[config.mk]
export PLATFORM = sky130hd
export DESIGN_NAME = idli_pc_ctl_m
export DESIGN_NICKNAME = d
export VERILOG_FILES = /design/src/rtl/idli_pc_ctl_m.sv
export SDC_FILE = /design/constraint.sdc
export NUM_CORES = 1
export LEC_CHECK = 0
export BUFFER_PORTS_ARGS = -buffer_cell sky130_fd_sc_hd__buf_2
export CAP_MARGIN = 20
export CORE_MARGIN = 10
export CORE_UTILIZATION = 48
export DETAILED_ROUTE_END_ITERATION = 8
export PLACE_DENSITY = 0.77
export SYNTH_ARGS = -nofsm -noshare
export SYNTH_HDL_FRONTEND = slang
export SYNTH_SLANG_ARGS = --single-unit
[constraint.sdc]
create_clock -name i_pc_gck -period 1.88 [get_ports i_pc_gck]
set_input_delay 0.188 -clock i_pc_gck [delete_from_list [all_inputs] [get_ports i_pc_gck]]
set_output_delay 0.188 -clock i_pc_gck [all_outputs]
set_load 0.01 [all_outputs]
[src/rtl/idli_pc_ctl_m.sv]
// PC sequencing control: arbitrates fetch-increment and branch-redirect
// requests and turns each accepted one into a phase-aligned 4-cycle
// operation on the nibble-serial PC datapath.
module idli_pc_ctl_m #(
    parameter bit BR_OVER_INC = 1'b1
) (
    input  logic        i_pc_gck,
    input  logic        i_pc_rst_n,
    input  logic        i_ctl_stall,
    input  logic        i_ctl_inc_req,
    output logic        o_ctl_inc_ack,
    input  logic        i_ctl_br_req,
    input  logic [15:0] i_ctl_br_tgt,
    output logic        o_ctl_br_ack,
    output logic        o_pc_inc,
    output logic        o_pc_ld,
    output logic [3:0]  o_pc_ld_data,
    output logic [1:0]  o_ctl_phase,
    output logic        o_ctl_busy,
    output logic        o_ctl_done
);

    typedef enum logic [1:0] {
        IDLE = 2'd0,
        INC  = 2'd1,
        LD   = 2'd2
    } state_t;

    state_t      state_reg;
    state_t      state_next;
    logic [1:0]  phase_reg;
    logic [15:0] tgt_reg;
    logic        accept_ok;
    logic        inc_ack;
    logic        br_ack;

    // Phase follows the datapath rotation: one nibble per cycle, 0 = bits [3:0].
    always_ff @(posedge i_pc_gck or negedge i_pc_rst_n) begin
        if (!i_pc_rst_n) begin
            phase_reg <= 2'd0;
        end else begin
            phase_reg <= phase_reg + 2'd1;
        end
    end

    // Acceptance window and priority arbitration; the reset term keeps acks
    // low while the datapath is being held in reset.
    always_comb begin
        accept_ok = i_pc_rst_n && (state_reg == IDLE) && (phase_reg == 2'd0) && !i_ctl_stall;
        inc_ack   = accept_ok && i_ctl_inc_req && (!i_ctl_br_req || !BR_OVER_INC);
        br_ack    = accept_ok && i_ctl_br_req && (!i_ctl_inc_req || BR_OVER_INC);
    end

    // State register.
    always_ff @(posedge i_pc_gck or negedge i_pc_rst_n) begin
        if (!i_pc_rst_n) begin
            state_reg <= IDLE;
        end else begin
            state_reg <= state_next;
        end
    end

    // Next state: an operation occupies exactly one full rotation.
    always_comb begin
        state_next = state_reg;
        case (state_reg)
            IDLE: begin
                if (br_ack) begin
                    state_next = LD;
                end else if (inc_ack) begin
                    state_next = INC;
                end
            end
            INC, LD: begin
                if (phase_reg == 2'd3) begin
                    state_next = IDLE;
                end
            end
            default: state_next = IDLE;
        endcase
    end

    // Target shift register: nibble 0 is bypassed from the input in the ack
    // cycle, so only the upper three nibbles are stored, pre-shifted.
    always_ff @(posedge i_pc_gck or negedge i_pc_rst_n) begin
        if (!i_pc_rst_n) begin
            tgt_reg <= 16'h0000;
        end else if (br_ack) begin
            tgt_reg <= {4'h0, i_ctl_br_tgt[15:4]};
        end else if (state_reg == LD) begin
            tgt_reg <= {4'h0, tgt_reg[15:4]};
        end
    end

    // Outputs: the accept cycle already drives the datapath for phase 0.
    always_comb begin
        o_ctl_inc_ack = inc_ack;
        o_ctl_br_ack  = br_ack;
        o_pc_inc      = inc_ack || (state_reg == INC);
        o_pc_ld       = br_ack || (state_reg == LD);
        o_pc_ld_data  = 4'h0;
        if (br_ack) begin
            o_pc_ld_data = i_ctl_br_tgt[3:0];
        end else if (state_reg == LD) begin
            o_pc_ld_data = tgt_reg[3:0];
        end
        o_ctl_phase   = phase_reg;
        o_ctl_busy    = inc_ack || br_ack || (state_reg != IDLE);
        o_ctl_done    = (state_reg != IDLE) && (phase_reg == 2'd3);
    end

endmodule

==> impl_summary.log <==
[metrics] worst-path cell with the longest stage delay: dfrtp_1
[metrics] kind of capture point of the worst setup path: primary output
[metrics] maximum resistive drop on vdd: 0.6906 mV
[metrics] crit path setup slack, layout: 48.26 ps
[metrics] pin count of the biggest net entering global routing: 18
[metrics] fill cell instance count of the final layout: 144
[metrics] proportion of synthesized flip-flops having asynchronous set or reset: 100.0%
[metrics] peak-usage layer in the global routing report: met2
[metrics] CTS tree: done
[metrics] net count of the mapped netlist: 121
[metrics] number of endpoints with negative hold slack in the final report: 0
[metrics] vias per std cell: 5.092
[metrics] GR met2 Demand/Resource: 19.46%
[metrics] ranking of synthesized cells by area: dfrtp_1 42%, mux2i_1 13%, ha_1 6.6%, a21oi_1 4.8%, nor3_1 4.8%
[metrics] overall routing resource usage: 11.41%
[metrics] global-route wire length before repair: 3857 um
[metrics] switching power of the nets: 0.0004412 W
[metrics] Critical Path AT: 1640 ps
[metrics] required time of the critical path: 1690 ps
[metrics] critical-path cell list: inv_2 -> ha_4 -> and3b_2 -> nand3_4 -> mux2i_1 -> buf_2
[metrics] dominant cell type by area after synthesis: dfrtp_1
[metrics] drt wl/cell: 14.58 um
[metrics] Iter 0 DRT Violations: 30
[metrics] maximum fanout along the worst path: 5
[metrics] signed area change from the synthesized netlist to the final layout: 35.01%
[metrics] die area: 4139 um2
[metrics] antenna-violating nets left: 0
[metrics] CP startpoint kind: flip-flop
[metrics] Internal Dissipation: 0.0008802 W
[metrics] number of antenna violations at the first check in global routing: 0
[metrics] most instantiated cells after synthesis: 16 x dfrtp_1, 12 x mux2i_1, 9 x a21oi_1, 9 x inv_1, 9 x nor3_1
[metrics] flip-flop and latch count after synthesis: 16
[metrics] die outline width: 64.34 um
[metrics] vias in the first global route: 849
[metrics] post-route cell area: 1274 um2
[metrics] total iterations of the first detailed-routing run: 4
[metrics] worst clock skew: 4.904 ps
[metrics] Total Routed Length: 2376 um
[metrics] Vias: 830
[metrics] sequential area share after synthesis: 42.44%
[metrics] sequential share of power: 41.7%
[metrics] Routability Congestion: 0.7432
[metrics] Total Nets Final: 165
[metrics] I/O pin count: 33
[metrics] slew at the pin closest to its max-slew limit: 314.0 ps
[metrics] Pwr per Cell Area: 1037 nW/um2
[metrics] instance area at placement: 1127 um2
[metrics] class of the worst hold path: in -> reg
[metrics] HPWL after detailed placement: 1729 um
[metrics] Synth Flop Type: dfrtp_1
[metrics] Post-Syn Instances: 95
[metrics] most numerous cell in the Yosys netlist: dfrtp_1
[metrics] clock share of power: 17.0%
[metrics] number of non-filler instances in the completed layout: 163
[metrics] Avg Inst Size Synth: 9.931 um2
[metrics] share of the clock period used by the worst path after layout: 97.43%
[metrics] antenna fix cells: 0
[metrics] Port Buffers: 32
[metrics] category of the most critical setup path: reg -> out
[metrics] fin crit period: 1832 ps
[metrics] number of flip-flops under the largest register name: 12
[metrics] clk_lat worst skew: 290 ps
[metrics] number of H-tree levels: 1
[metrics] number of instances in the placed design: 150
[metrics] worst slew margin relative to its limit: 79.01%
[metrics] dpl ws: 167.3 ps
[metrics] Fin Setup TNS: 0 ps
[metrics] met1 Usage GRT: 12.51%
[metrics] fraction of met3 tracks used by global routing: 5.052%
[metrics] number of synthesized flops with an enable pin: 0
[metrics] Max clock buf depth: 2
[metrics] maximum cell stage delay along the critical path: 400 ps
[metrics] DRC: 0
[metrics] WP buf/inv: 2
[metrics] share of Yosys cell area claimed by the top area cell type: 42.44%
[metrics] Netlist Area Pre-Place: 943.4 um2
[metrics] share of cells above drive strength 1: 42.75%
[metrics] # rows: 15
[metrics] number of CTS-inserted buffers: 3
[metrics] Setup Viol. Count Final: 0
[metrics] Yosys warnings: 0
[metrics] CTS root buffer: clkbuf_4
[metrics] Vert. Die Dim: 64.34 um
[metrics] number of maximum-capacitance violations: 0
[metrics] Pleak: 0.6734 nW
[metrics] number of distinct library cell variants in the gate-level netlist after synthesis: 24
[metrics] clock net sink count: 16
[metrics] net switching fraction of the power: 33.39%
[metrics] status: finished, final reports clean
[metrics] final count of pins violating max slew: 0
[metrics] clock slew seen by the registers of the worst setup and hold paths: 90 ps
[metrics] dominant delay contributor by cell family on the critical path: flip-flops
[metrics] remaining global-route overflow: 0
[metrics] RSZ-0062 raised after global routing: true
[metrics] combinational fraction of design power: 41.2%
[metrics] area of the core region: 1802 um2
[metrics] effective utilization at floorplan: 52.36%
[metrics] Max Clk Rate: 545.9 MHz
[final timing paths]
check	startpoint	to	slack [ps]	depth (start not counted)
setup / recovery	o_ctl_phase[0]$_DFF_PN0_	o_pc_ld_data[1]	50	6
hold / removal	i_ctl_br_tgt[14]	tgt_reg[10]$_DFFE_PN0P_	120	2
setup reg to reg	o_ctl_phase[0]$_DFF_PN0_	tgt_reg[9]$_DFFE_PN0P_	180	7
hold reg to reg	o_ctl_phase[0]$_DFF_PN0_	o_ctl_phase[0]$_DFF_PN0_	500	1
max in group asynchronous	i_pc_rst_n	tgt_reg[1]$_DFFE_PN0P_	1300	3
min in group asynchronous	i_pc_rst_n	state_reg[0]$_DFFE_PN0P_	210	2
[power by group through the flow]
stage,clock (W),combinational (W),sequential (W)
after floorplan,0,0.000350,0.000544
after global placement,0,0.000449,0.000558
after detailed placement,0,0.000478,0.000564
after CTS,0.000230,0.000541,0.000550
after global routing,0.000247,0.000609,0.000569
final,0.000225,0.000545,0.000552
[per-stage QoR]
step	power (W)	util, %	hold slack [ps]
after detailed placement	0.001042	62.57	-16.62
after floorplan	0.0008946	-	-107.6
after CTS	0.001321	69.58	116.7
after global placement	0.001007	62.57	-17.92
final	0.001321	70.69	120.4
after global routing	0.001425	70.69	122.1
[per-layer routing]
metal	share of wire, %	vias up
met5	0	-
met4	0.84	0
met3	8.5	5
met2	51	25
met1	39	385
li1	-	415
[area by class of cell]
cell class	count	area (um2)	area share, %
Clock buffer	4	36.28	2.849
Inverter	9	33.78	2.652
Multi-Input combinational cell	66	526.8	41.36
Sequential cell	16	400.4	31.43
Tap cell	25	31.28	2.456
Timing Repair Buffer	43	245.2	19.25
[logic make-up (layout without fill, tap and decap cells)]
| group | count (synthesis) | count (layout) | share of synthesized area [%] |
|---|---|---|---|
| flip-flops | 16 | 16 | 42.44 |
| AND/OR/NAND/NOR | 32 | 33 | 19.89 |
| adder cells (fa/ha/maj) | 5 | 5 | 6.631 |
| buffers and inverters | 14 | 56 | 6.763 |
| AO/OA/AOI/OAI | 12 | 12 | 6.764 |
| multiplexers | 16 | 16 | 17.51 |
[placed cells by master (no fill, tap or decap), drive strengths merged, types with 2 or more instances in the layout]
cell    instances
a21oi           9
buf            42
clkbuf          4
dfrtp          16
ha              5
inv             9
mux2            4
mux2i          12
nand2           6
nand3           4
nor2b           7
nor3            9
o21ai           2
[repair_timing]
item | 4_1_cts | 5_1_grt
resized for setup | 4 | 5
setup endpoints to repair | 7 | 7
endpoints found under the hold margin | 16 | 0
pin swaps | 2 | 2
gates cloned | 1 | 0
buffers inserted | 7 | 0
hold buffers | 1 | 0
No activity file was read; power rests on OpenSTA's default activity.
